File: src/rtl/player_physics.sv
// Per-frame player motion: latches keys on frame_tick, then resolves a horizontal
// move and a vertical move/ground check through a request/acknowledge map probe.
module player_physics #(
    parameter int HALF_W    = 17,
    parameter int HALF_H    = 34,
    parameter int MOVE_STEP = 2,
    parameter int JUMP_V    = 9,
    parameter int GRAVITY   = 1,
    parameter int VMAX      = 8,
    parameter int SCREEN_W  = 640,
    parameter int SCREEN_H  = 480
) (
    input  logic       clk,
    input  logic       rstn,
    input  logic       frame_tick,
    input  logic       level_restart,
    input  logic [9:0] start_x,
    input  logic [8:0] start_y,
    input  logic       key_left,
    input  logic       key_right,
    input  logic       key_jump,
    output logic       probe_req,
    output logic [9:0] probe_x,
    output logic [8:0] probe_y,
    input  logic       probe_ack,
    input  logic       probe_hit,
    output logic [9:0] player_x,
    output logic [8:0] player_y,
    output logic       on_ground,
    output logic       busy,
    output logic       update_done,
    output logic       frame_overrun
);
    typedef enum logic [1:0] {IDLE, PROBE_X, PROBE_Y, COMMIT} state_t;

    localparam logic signed [10:0] X_MIN   = 11'(HALF_W);
    localparam logic signed [10:0] X_MAX   = 11'(SCREEN_W - 1 - HALF_W);
    localparam logic signed [10:0] Y_MIN   = 11'(HALF_H);
    localparam logic signed [10:0] Y_MAX   = 11'(SCREEN_H - 1 - HALF_H);
    localparam logic signed [3:0]  VX_STEP = 4'(MOVE_STEP);
    localparam logic signed [4:0]  VY_JUMP = -5'(JUMP_V);
    localparam logic signed [4:0]  VY_GRAV = 5'(GRAVITY);
    localparam logic signed [4:0]  VY_MAX  = 5'(VMAX);

    state_t            state_q, state_d;
    logic [9:0]        x_q, x_d;
    logic [8:0]        y_q, y_d;
    logic signed [4:0] vy_q, vy_d;
    logic signed [3:0] vx_q, vx_d;
    logic              og_q, og_d;
    logic              req_q, req_d;
    logic [9:0]        px_q, px_d;
    logic [8:0]        py_q, py_d;
    logic              ovr_q, ovr_d;

    logic signed [10:0] cx, cy;
    logic               x_oor, y_oor, y_resolve, y_hit;

    // Apply gravity to a falling/rising speed, saturating at the terminal velocity.
    function automatic logic signed [4:0] add_gravity(input logic signed [4:0] v);
        logic signed [5:0] s;
        s = $signed({v[4], v}) + $signed({VY_GRAV[4], VY_GRAV});
        if (s > $signed({VY_MAX[4], VY_MAX}))
            return VY_MAX;
        return s[4:0];
    endfunction

    always_comb begin
        cx = $signed({1'b0, x_q}) + $signed({{7{vx_q[3]}}, vx_q});
        if (vy_q == 5'sd0)
            cy = $signed({2'b00, y_q}) + 11'sd1;
        else
            cy = $signed({2'b00, y_q}) + $signed({{6{vy_q[4]}}, vy_q});
        x_oor = (cx < X_MIN) || (cx > X_MAX);
        y_oor = (cy < Y_MIN) || (cy > Y_MAX);
    end

    always_comb begin
        state_d   = state_q;
        x_d       = x_q;
        y_d       = y_q;
        vy_d      = vy_q;
        vx_d      = vx_q;
        og_d      = og_q;
        req_d     = req_q;
        px_d      = px_q;
        py_d      = py_q;
        ovr_d     = ovr_q;
        y_resolve = 1'b0;
        y_hit     = 1'b1;

        if (frame_tick && state_q != IDLE)
            ovr_d = 1'b1;

        case (state_q)
            IDLE: begin
                if (frame_tick) begin
                    if (key_right && !key_left)
                        vx_d = VX_STEP;
                    else if (key_left && !key_right)
                        vx_d = -VX_STEP;
                    else
                        vx_d = 4'sd0;
                    if (key_jump && og_q)
                        vy_d = VY_JUMP;
                    state_d = (vx_d != 4'sd0) ? PROBE_X : PROBE_Y;
                end
            end
            PROBE_X: begin
                // Out-of-screen candidates count as a wall hit and skip the map query.
                if (req_q) begin
                    if (probe_ack) begin
                        if (!probe_hit)
                            x_d = cx[9:0];
                        req_d   = 1'b0;
                        state_d = PROBE_Y;
                    end
                end else if (x_oor) begin
                    state_d = PROBE_Y;
                end else begin
                    req_d = 1'b1;
                    px_d  = cx[9:0];
                    py_d  = y_q;
                end
            end
            PROBE_Y: begin
                if (req_q) begin
                    if (probe_ack) begin
                        y_resolve = 1'b1;
                        y_hit     = probe_hit;
                        req_d     = 1'b0;
                    end
                end else if (y_oor) begin
                    y_resolve = 1'b1;
                end else begin
                    req_d = 1'b1;
                    px_d  = x_q;
                    py_d  = cy[8:0];
                end
                if (y_resolve) begin
                    if (vy_q != 5'sd0) begin
                        if (!y_hit) begin
                            y_d  = cy[8:0];
                            og_d = 1'b0;
                            vy_d = add_gravity(vy_q);
                        end else begin
                            vy_d = 5'sd0;
                            og_d = !vy_q[4];
                        end
                    end else if (y_hit) begin
                        og_d = 1'b1;
                    end else begin
                        og_d = 1'b0;
                        vy_d = VY_GRAV;
                    end
                    state_d = COMMIT;
                end
            end
            COMMIT: state_d = IDLE;
            default: state_d = IDLE;
        endcase

        // Restart abandons any outstanding probe; a late ack then meets req_q=0.
        if (level_restart) begin
            state_d = IDLE;
            x_d     = start_x;
            y_d     = start_y;
            vy_d    = 5'sd0;
            og_d    = 1'b0;
            req_d   = 1'b0;
        end
    end

    always_ff @(posedge clk) begin
        if (!rstn) begin
            state_q <= IDLE;
            x_q     <= start_x;
            y_q     <= start_y;
            vy_q    <= 5'sd0;
            og_q    <= 1'b0;
            req_q   <= 1'b0;
            ovr_q   <= 1'b0;
        end else begin
            state_q <= state_d;
            x_q     <= x_d;
            y_q     <= y_d;
            vy_q    <= vy_d;
            og_q    <= og_d;
            req_q   <= req_d;
            ovr_q   <= ovr_d;
        end
    end

    always_ff @(posedge clk) begin
        vx_q <= vx_d;
        px_q <= px_d;
        py_q <= py_d;
    end

    assign probe_req     = req_q;
    assign probe_x       = px_q;
    assign probe_y       = py_q;
    assign player_x      = x_q;
    assign player_y      = y_q;
    assign on_ground     = og_q;
    assign busy          = (state_q == PROBE_X) || (state_q == PROBE_Y);
    assign update_done   = (state_q == COMMIT);
    assign frame_overrun = ovr_q;
endmodule

File: config.mk
export PLATFORM = sky130hd
export DESIGN_NAME = player_physics
export DESIGN_NICKNAME = d
export VERILOG_FILES = /design/src/rtl/player_physics.sv
export SDC_FILE = /design/constraint.sdc
export NUM_CORES = 1
export LEC_CHECK = 0
export ABC_CLOCK_PERIOD_IN_PS = 5400
export CORE_ASPECT_RATIO = 1.5
export CORE_MARGIN = 3
export CORE_UTILIZATION = 54
export CTS_BUF_LIST = sky130_fd_sc_hd__clkbuf_8
export CTS_CLUSTER_DIAMETER = 120
export CTS_CLUSTER_SIZE = 28
export DETAILED_ROUTE_END_ITERATION = 7
export PLACE_DENSITY = 0.83
export SYNTH_ARGS = -nofsm -noshare
export SYNTH_HDL_FRONTEND = slang
export SYNTH_SLANG_ARGS = --single-unit
File: constraint.sdc
create_clock -name clk -period 5.4 [get_ports clk]
set_input_delay 1.08 -clock clk [delete_from_list [all_inputs] [get_ports clk]]
set_output_delay 1.08 -clock clk [all_outputs]
set_load 0.02 [all_outputs]
# After elaboration in Yosys (flattened, before gate mapping)

Cells that the tools add are included.

Add/subtract/negate cells: 4
Order comparisons: 5
Equality and inequality tests: 21
Muxes and demuxes: 64
Bitwise operators: 1
Reduce and logical (&&, ||, !) cells: 25

Operators with widths:

| operator             | number |
|---|---|
| $mux 10              | 10 |
| $mux 9               | 10 |
| $mux 5               | 8 |
| $mux 1               | 20 |
| $pmux 10 s2          | 1 |
| $ne 3x1->1 const B   | 6 |
| $pmux 9 s2           | 1 |
| $mux 4               | 4 |
| $ne 3x3->1 const B   | 5 |
| $mux 2               | 6 |
| $ne 2x2->1 const B   | 6 |
| $reduce_and 4->1     | 3 |
| $add 10x5->11        | 1 |
| $add 11x4->11        | 1 |
| $gt 11x10->1 const B | 1 |
| $gt 11x11->1 const B | 1 |
| $lt 11x6->1 const B  | 1 |
| $lt 11x7->1 const B  | 1 |
| $mux 11              | 1 |
| $add 9x1->10 const B | 1 |
| $pmux 5 s2           | 1 |
| $reduce_and 5->1     | 2 |
| $pmux 2 s4           | 1 |
| $add 5x2->6 const B  | 1 |
| 16 further kinds     | 27 |

Flip-flop bits (word level): 52
Bits of input ports: 28
Output and inout port bits: 43
Word-level logic and storage cells: 130

# Logic depth before layout (Yosys ltp)

Word-level depth: 14
Depth in mapped cells: 12
Depth with buffers taken out: 12

# Worst setup path after synthesis

OpenSTA, ideal clock, no wires.

Path type: register to register
Start point: reg y_q[0], in the netlist player_y[0]
End point: reg px_q[0], in the netlist probe_x[0], enable pin
Data arrival time: 3.719 ns
Required time: 4.999 ns
Path slack: 1.280 ns
Stages on the path, launching flop included: 12
Cells stage by stage: edfxtp_1 ha_1 fa_1 a21o_1 and4_1 or3_1 a21oi_1 a2111oi_1 mux2_4 o21ai_0 nand3_1 a21oi_1

Longest elaborated chain between the ends: 6
Elaborated cells on any way between the ends: 8
Classes of those cells: 2 x add/sub; 2 x order compare; 1 x eq/ne; 1 x mux; 2 x reduce/logical

RTL lines:

| what                                          | line   | RTL |
|---|---|---|
| start, declared                               | 47     | `logic [8:0] y_q, y_d;` |
| start signal, assigned                        | 178    | `y_q <= start_y;` |
| start signal, assigned                        | 186    | `y_q <= y_d;` |
| $add 10x5->11 or $add 9x1->10 (tied branches) | 73, 71 |  |
| $mux 11 *                                     | 70     | `if (vy_q == 5'sd0)` |
| $lt 11x7->1 or $gt 11x10->1 (tied branches)   | 75     | `y_oor = (cy < Y_MIN) \|\| (cy > Y_MAX);` |
| $logic_or 1x1->1 *                            | 75     |  |
| $ne 2x2->1 (no line) *                        | n/a    |  |
| $reduce_and 5->1 (no line) *                  | n/a    |  |
| end signal, assigned                          | 196    | `px_q <= px_d;` |
| end, declared                                 | 52     | `logic [9:0] px_q, px_d;` |

Every way passes the cells marked *; elsewhere a longest branch is shown, timed or not.
A chain may end at the register's enable or synchronous reset.

# Final worst setup path

Start point: reg vx_q[2]
End point: reg px_q[7], in the netlist probe_x[7], enable pin

Longest elaborated chain between the ends: 5
Elaborated cells on any way between the ends: 6
Classes of those cells: 1 x add/sub; 2 x order compare; 1 x eq/ne; 2 x reduce/logical

RTL lines:

| what                                        | line | RTL |
|---|---|---|
| start, declared                             | 49   | `logic signed [3:0] vx_q, vx_d;` |
| start signal, assigned                      | 195  | `vx_q <= vx_d;` |
| $add 11x4->11 *                             | 69   | `cx = $signed({1'b0, x_q}) + $signed({{7{vx_q[3]}}, vx_q});` |
| $lt 11x6->1 or $gt 11x11->1 (tied branches) | 74   | `x_oor = (cx < X_MIN) \|\| (cx > X_MAX);` |
| $logic_or 1x1->1 *                          | 74   |  |
| $ne 2x2->1 (no line) *                      | n/a  |  |
| $reduce_and 5->1 (no line) *                | n/a  |  |

Marked as above.

==> out/metrics.yaml <==
synth_seq_cells: 50
dr.pass1.iters: 5
grt_util_all_layers_pct: 27.6
slew_viol_final: 0
leakage_nw: 1.76
start_kind: "flop"
worst_pin_slew_ps: 1110
regToRegEndpoint: "probe_x[7]$_DFFE_PP_"
vias_per_cell: 6.32
crit_path_end_kind: "flop"
drive_gt1_share_pct: 4.77
critPathKind: "flop to flop"
max_freq_mhz: 244
clock-skew-final_ps: 14.7
setup_violations: 0
grt_max_degree: 40
p_per_area_mw_per_mm2: 261
netlist_area_sq_mm: 0.00374
yosys.area.top_type: "edfxtp_1"
finalHoldViolations: 0
irDropWorstVdd_mv: 0.151
ios: 71
grt_pass1_vias: 3532
gp_congestion: 0.988
cts_sinks: 50
hpwlAfterDp_mm: 7.70
critical_path.startpoint: "vx_q[2]$_DFFE_PP_"
cts_tree: "built"
drtAntennaViolNets: 0
postCtsResizedCells: 0
status: "completed"
fp-row-count: 36
synth.most_common_cell: "nand2_1"
netlist.area_leader.share_pct: 32.1
cts_hold_buffers: 0
post_synth.cell_area_avg_sq_um: 8.91
port_buffers: 70
antennaDiodeCount: 0
hold_slack_ps: 507
wl_mm: 10.4
die_h_microns: 108
async_flop_share_pct: 0
crit_arrival_ps: 4030
synthTopCellsByCount: "nand2_1, o21ai_0, edfxtp_1"
hp-class: "flop to flop"
fin_crit_ps: 4090
ys.flop_type: "edfxtp_1"
crit_path_end: "probe_x[7]$_DFFE_PP_"
cts.path.max_buffers: 2
rsz0062_at_grt: "false"
critical_path_required_ps: 5340
antenna_found_initial: 0
grt.busiest_layer: "met2"
syn-num-nets: 477
drc: 0
period_share_pct: 75.8
wl_per_cell_microns: 18.6
cts_buffers: 5
first_iter_violations: 207
critical_path.reg2reg.startpoint: "vx_q[2]$_DFFE_PP_"
fin_nets: 538
gr-usage-met2_pct: 47.8
gr-usage-met3_pct: 4.74
min_from: "frame_overrun$_SDFFE_PN0P_"
start_util_pct: 56.5
core-area_sq_mm: 0.00662
yosys_warnings: 0
maxCapViolations: 0
grt_overflow: 0
ys_top_cells_by_area: "edfxtp_1, ha_1, o21ai_0"
syn_inst: 420
die_x_microns: 74.0
synth_edf_count: 40
slew_headroom_pct: 26.0
grt_first_pass_wirelength_mm: 16.9
clk_latency_ps: 320
r2r_slack_ps: 1310
clkTransAtPathRegs_ps: 100
yosysUniqueCellTypes: 66
post_cts_buffers: 0
yosysSeqAreaShare_pct: 37.5
clockRootBuffer: "clkbuf_8"
fillCellCount: 528
crit_fanout: 19
dr_total_vias: 3529
multiInputGateArea_sq_mm: 0.00218
finalSetupTns_ps: 0
h-tree-depth: 2
seq_area_sq_mm: 0.00140
ff2ff_path_depth: 9
area_growth_pct: 22.7
grtUsageMet1_pct: 31.6
dieArea_sq_mm: 0.00798
-- how the worst min path moves through the flow --
| stage | endpoint | slack (ps) | cells after the start |
|---|---|---|---|
| 2_1_floorplan | probe_x[0]$_DFFE_PP_ | 470 | 0 |
| 6_report | frame_overrun$_SDFFE_PN0P_ | 510 | 1 |
| 4_1_cts | frame_overrun$_SDFFE_PN0P_ | 510 | 1 |
| 5_1_grt | frame_overrun$_SDFFE_PN0P_ | 540 | 1 |
| 3_5_place_dp | frame_overrun$_SDFFE_PN0P_ | 490 | 1 |
| 3_3_place_gp | frame_overrun$_SDFFE_PN0P_ | 450 | 1 |
-- routing by layer --
metal | up-vias | wire [microns] | part of all wire, %
li1 | 1680 | - | -
met1 | 1648 | 3900 | 38
met2 | 158 | 5380 | 52
met3 | 43 | 638 | 6.2
met4 | 0 | 441 | 4.3
met5 | - | 0 | 0
-- cell families (layout without fill, tap and decap cells) --
group                      Yosys count  count (layout)  synth area share [%]
muxes                               10              10                  3.04
buffers and inverters               40             102                  4.38
adders and majority gates           29              29                  10.1
xor gates and xnor gates            16              16                  3.75
and+or+nand+nor                    144             144                  18.7
AOI/OAI and AO/OA                  131             131                  22.6
DFF                                 50              50                  37.5
-- power by group --
group	internal [W]	switching, W	total [W]
clock	0.000138	0.000138	0.000276
sequential	0.000468	0.0000360	0.000504
combinational	0.000181	0.000237	0.000417
total	0.000786	0.000410	0.00120
-- through the flow --
step,power (W),instances,util [%],worst slack (ps),cell area [sq um]
6_report,0.00120,558,69.4,1310,4590
5_1_grt,0.00126,558,69.4,1010,4590
4_1_cts,0.00119,558,69.4,1310,4590
3_5_place_dp,0.000923,550,67.6,1320,4480
3_3_place_gp,0.000911,550,67.6,1420,4480
2_1_floorplan,0.000770,420,-,1280,3740
-- placed cells by master, fill, tap and decap left out, types with 8 or more instances in the layout --
cell type and n:
clkdlybuf4s50_1 70, nand2_1 51, o21ai_0 42, edfxtp_1 40, nor2_1 33, ha_1 27
a21oi_1 25, inv_1 21, nand3_1 14, xor2_1 10, dfxtp_1 10, o31ai_1 8
nor3_1 8
-- layout make-up --
| type | instances | area share, % |
|---|---|---|
| Timing Repair Buffer | 73 | 15.7 |
| Inverter | 21 | 1.72 |
| Clock buffer | 5 | 1.50 |
| Clock inverter | 3 | 0.981 |
| Sequential cell | 50 | 30.5 |
| Multi-Input combinational cell | 330 | 47.5 |
| Tap cell | 76 | 2.07 |
-- critical path: stages (launching register included) --
cell      delay, ps
edfxtp_1        610
inv_1           160
fa_1            500
nand2b_1        200
a21oi_1         240
o31ai_1         130
a211oi_1        500
a22oi_1         190
a311o_1         340
a21oi_2         840
-- registers in the layout, summed over array words and instances, names as in the netlist --
signal and cells:
probe_y 9, vx_q 2, player_y 9, player_x 10, vy_q 5, probe_x 10
state_q 2, frame_overrun 1, on_ground 1, probe_req 1
No activity file was read; power rests on OpenSTA's default activity.
